`src/rtl/bitcoin_nonce_select.sv`:
```
// rtl/bitcoin_nonce_select.sv - scans NUM_NONCES hash words, picks the minimum and writes a result record
module bitcoin_nonce_select #(
    parameter int NUM_NONCES = 16
) (
    input  logic        clk,
    input  logic        reset_n,
    input  logic        start,
    input  logic [15:0] hash_addr,
    input  logic [15:0] result_addr,
    input  logic [31:0] target,
    output logic        done,
    output logic        found,
    output logic [31:0] best_hash,
    output logic [7:0]  best_nonce,
    output logic        mem_clk,
    output logic        mem_we,
    output logic [15:0] mem_addr,
    output logic [31:0] mem_write_data,
    input  logic [31:0] mem_read_data
);

    typedef enum logic [1:0] {IDLE, READ, WR_HASH, WR_IDX} state_t;

    localparam logic [8:0] LAST = 9'(NUM_NONCES);

    state_t      state;
    logic [15:0] base_addr;
    logic [15:0] res_addr;
    logic [31:0] tgt;
    logic [31:0] run_min;
    logic [7:0]  run_idx;
    logic [8:0]  cnt;

    logic        take;
    logic [31:0] next_min;
    logic [7:0]  next_idx;

    assign mem_clk = clk;

    // cnt=0 has no data yet; data arriving in cycle cnt belongs to index cnt-1
    always_comb begin
        take     = 1'b0;
        next_min = run_min;
        next_idx = run_idx;
        if (cnt != 9'd0 && mem_read_data < run_min) begin
            take     = 1'b1;
            next_min = mem_read_data;
            next_idx = 8'(cnt - 9'd1);
        end
    end

    always_ff @(posedge clk or negedge reset_n) begin
        if (!reset_n) begin
            state          <= IDLE;
            done           <= 1'b1;
            found          <= 1'b0;
            best_hash      <= 32'd0;
            best_nonce     <= 8'd0;
            mem_we         <= 1'b0;
            mem_addr       <= 16'd0;
            mem_write_data <= 32'd0;
            base_addr      <= 16'd0;
            res_addr       <= 16'd0;
            tgt            <= 32'd0;
            run_min        <= 32'hFFFF_FFFF;
            run_idx        <= 8'd0;
            cnt            <= 9'd0;
        end else begin
            case (state)
                IDLE: begin
                    if (start) begin
                        base_addr <= hash_addr;
                        res_addr  <= result_addr;
                        tgt       <= target;
                        run_min   <= 32'hFFFF_FFFF;
                        run_idx   <= 8'd0;
                        cnt       <= 9'd0;
                        mem_addr  <= hash_addr;
                        done      <= 1'b0;
                        state     <= READ;
                    end
                end
                READ: begin
                    run_min <= next_min;
                    run_idx <= next_idx;
                    cnt     <= cnt + 9'd1;
                    if (cnt + 9'd1 < LAST) begin
                        mem_addr <= base_addr + 16'(cnt) + 16'd1;
                    end
                    if (cnt == LAST) begin
                        mem_we         <= 1'b1;
                        mem_addr       <= res_addr;
                        mem_write_data <= next_min;
                        state          <= WR_HASH;
                    end
                end
                WR_HASH: begin
                    mem_addr       <= res_addr + 16'd1;
                    mem_write_data <= {(run_min < tgt), 23'd0, run_idx};
                    state          <= WR_IDX;
                end
                WR_IDX: begin
                    mem_we     <= 1'b0;
                    best_hash  <= run_min;
                    best_nonce <= run_idx;
                    found      <= (run_min < tgt);
                    done       <= 1'b1;
                    state      <= IDLE;
                end
                default: state <= IDLE;
            endcase
        end
    end

endmodule

```
`config.mk`:
```
export PLATFORM = sky130hd
export DESIGN_NAME = bitcoin_nonce_select
export DESIGN_NICKNAME = d
export VERILOG_FILES = /design/src/rtl/bitcoin_nonce_select.sv
export SDC_FILE = /design/constraint.sdc
export NUM_CORES = 1
export LEC_CHECK = 0
export CAP_MARGIN = 30
export CORE_UTILIZATION = 65
export CTS_BUF_LIST = sky130_fd_sc_hd__clkbuf_4
export DETAILED_ROUTE_END_ITERATION = 10
export DONT_BUFFER_PORTS = 1
export GPL_TIMING_DRIVEN = 0
export PLACE_DENSITY = 0.81
export SLEW_MARGIN = 30
export SYNTH_ARGS = -nofsm -noshare
export SYNTH_HDL_FRONTEND = slang
export SYNTH_SLANG_ARGS = --single-unit
```
`constraint.sdc`:
```
create_clock -name clk -period 5.5 [get_ports clk]
set_input_delay 0 -clock clk [delete_from_list [all_inputs] [get_ports clk]]
set_output_delay 0 -clock clk [all_outputs]
set_load 0.02 [all_outputs]
```
==> impl_metrics.ini <==
[sta]
setup_tns_ns = 0
setup_viol = 0
final-hold-violation-count = 1
rsz0062_at_grt = no
maxSlewHeadroom = 0.300
whs_ns = -0.00587
fin_skew_ns = 0.0725
fmax_ghz = 0.260
fin_crit_ns = 3.85
worst-slew-pin-transition_ns = 1.05
finalCritPeriodShare = 0.699
drv_slew = 0

[run]
maxCapViolations = 0

[logic_synthesis]
synth-seq-cells = 206
yosys-top-cells-area = dfrtp_1 38%, mux2_2 11%, ha_1 8.6%
yosysUniqueCellTypes = 69
synth_edf_count = 0
ys_seq_area_frac = 0.460
postSynthCellCount = 1043
synth_top_area_cell = dfrtp_1
synth.avg_cell_area_sq_um = 10.8
ys_warn_count = 0
synth_top_cell_area_share = 0.384
synth_ff_type = dfrtp_1
synthArstFlopShare = 1.00
syn-num-nets = 1221
syn_area_sq_um = 11300

[detailed_routing]
wire_per_inst_microns = 24.8
antenna_left = 0
drtIter0Drc = 1220
vias = 10400
firstDrtPassIters = 8
vias_per_cell = 6.62
drcViolationCount = 0
drt_wl_total_mm = 39.0

[die]
placementRows = 47
dieArea_sq_um = 17900
die_x_microns = 134
core_sq_um = 16800
ios = 191
die_h_microns = 134
initial_core_util = 0.673

[power]
pwr-share-clk = 0.162
switchingPower_uw = 4000
seq_power_share = 0.340
power.share.switching = 0.438
p_int_uw = 5120
p_per_area_nw_per_um2 = 634
p_comb_frac = 0.498
power.leakage_uw = 0.00651
peakVddDrop_mv = 0.506

[status]
violations = negative hold slack
status = complete, but fails checks

[placed_design]
dpl.cell_count = 1263
port_buffers = 0
hpwl_mm = 20.8
gp_congestion = 0.944

[finish]
layout_commonest_cell = dlygate4sd3_1
fill_cells = 793
drive_gt1_frac = 0.205
stdcell_count = 1572
syn2layout_area_growth_pct = 27.4
most-common-layout-cells = 202 x dlygate4sd3_1, 173 x dfrtp_1, 107 x mux2_2, 91 x clkbuf_4, 85 x nand2_1
fin_nets = 1485

[clock_tree]
postCtsSetupRepairBufs = 0
clkLatencyLatePin_ns = 0.82
cts_resized = 0
ctsHoldBuffers = 202
cts_tree = yes
clk_pin_slew_ns = 0.08

[global_route]
gr-usage-met3 = 0.119
grtUsageMet1 = 0.483
grt_overflow = 0
grt_pass1_wl_mm = 60.8
top_usage_layer = met2
grt_pass1_vias = 11300
grt_usage = 0.448
antenna_found_initial = 3
grt_start_max_net_pins = 207
grtUsageMet2 = 0.761

[hold_path]
min_path_type = input pin to register
hp-start = mem_read_data[24]
min_to = mem_write_data[24]
holdPathStages = 3

[critical_path]
crit_type = register to register
worstPathArrival_ns = 4.59
r2r_cells = 11
reg2reg_from = run_min[15]
worst-path-max-fanout = 10
r2r_slack_ns = 1.65
worstSetupStartpointType = register
worstSetupEndpointType = register
timing.rr.end = run_min[21]
cp.required_ns = 6.24
-- Yosys cell counts, types with 7 or more instances --
| cell type | number |
|---|---|
| o22ai_1 | 7 |
| dfrtp_1 | 173 |
| dfstp_2 | 33 |
| o21ai_0 | 64 |
| xnor2_1 | 18 |
| a211oi_1 | 8 |
| inv_1 | 80 |
| buf_6 | 13 |
| a21o_1 | 12 |
| nor2_1 | 45 |
| nand2_1 | 85 |
| ha_1 | 78 |
| a221oi_1 | 7 |
| nand4_1 | 9 |
| nand2b_1 | 7 |
| mux2_2 | 107 |
| o22a_1 | 32 |
| or3_1 | 8 |
| a21oi_1 | 43 |
| and3_1 | 12 |
| nor3_1 | 14 |
| mux2i_1 | 28 |
| nand3_1 | 28 |
| o31ai_2 | 8 |
| clkbuf_1 | 26 |
-- power by group through the flow --
| stage | Combinational (uW) | Sequential (uW) | Clock (uW) |
|---|---|---|---|
| after detailed placement | 3480 | 3020 | 21.2 |
| final | 4540 | 3100 | 1470 |
| after CTS | 4130 | 3000 | 1430 |
| after global placement | 3340 | 2990 | 21.2 |
| after floorplan | 2720 | 2830 | 21.2 |
| after global routing | 4820 | 3150 | 1540 |
-- logic make-up after synthesis --
| kind of cell | after synthesis | share of synthesized area |
|---|---|---|
| AOI/OAI and AO/OA | 237 | 0.148 |
| buffers and inverters | 132 | 0.0558 |
| and+or+nand+nor | 232 | 0.0992 |
| muxes | 135 | 0.132 |
| adders and majority gates | 79 | 0.0882 |
| xor gates and xnor gates | 22 | 0.0171 |
| DFF | 206 | 0.460 |
-- final cells by class --
class | instances | area [sq um] | share of cell area
diodes | 2 | 5.00 | 0.000348
plain buffers | 50 | 322 | 0.0224
clock buffers | 91 | 683 | 0.0475
clock inverters | 12 | 50.0 | 0.00348
inverters | 82 | 308 | 0.0214
multi-input cells | 705 | 5460 | 0.380
flip-flops and latches | 206 | 5200 | 0.361
well taps | 220 | 275 | 0.0191
repair buffers | 204 | 2080 | 0.144
-- critical path, cell delays in order, from the launching register on --
cell and delay, ns:
dfstp_2 0.60, inv_1 0.08, ha_1 0.36, a211oi_1 0.35, o21ai_0 0.23, a221oi_1 0.25
o21ai_0 0.17, a41o_2 0.35, a21oi_4 0.40, buf_6 0.21, o22a_1 0.18, dlygate4sd3_1 0.60
-- stage by stage --
stage,util,instance area (sq um),setup WS (ns),power [uW]
floorplan,-,11300,2.62,5570
global placement,0.690,11600,2.53,6360
detailed placement,0.690,11600,2.42,6520
CTS,0.855,14300,1.96,8550
global route,0.858,14400,1.71,9510
finish,0.858,14400,1.65,9120
-- flip-flops by register name (all words and copies together) (netlist names) --
register	cells
run_idx	8
mem_we	1
best_hash	32
mem_addr	16
done	1
mem_write_data	32
tgt	32
run_min	32
state	2
res_addr	16
base_addr	16
cnt	9
best_nonce	8
found	1
-- metal layers --
layer	vias to the layer above	routed length (microns)
met5	-	13
met3	266	4250
met2	848	19100
met1	4965	12800
li1	4327	-
met4	2	2900
-- worst max-delay path by stage --
stage,from,endpoint,slack (ns)
finish,run_min[15],run_min[21],1.65
floorplan,clk,mem_clk,2.62
CTS,run_min[19],run_min[26],1.96
detailed placement,cnt[1],mem_write_data[25],2.42
global route,run_min[15],run_min[21],1.71
global placement,cnt[1],mem_write_data[27],2.53
(Power assumes the default switching activity.)
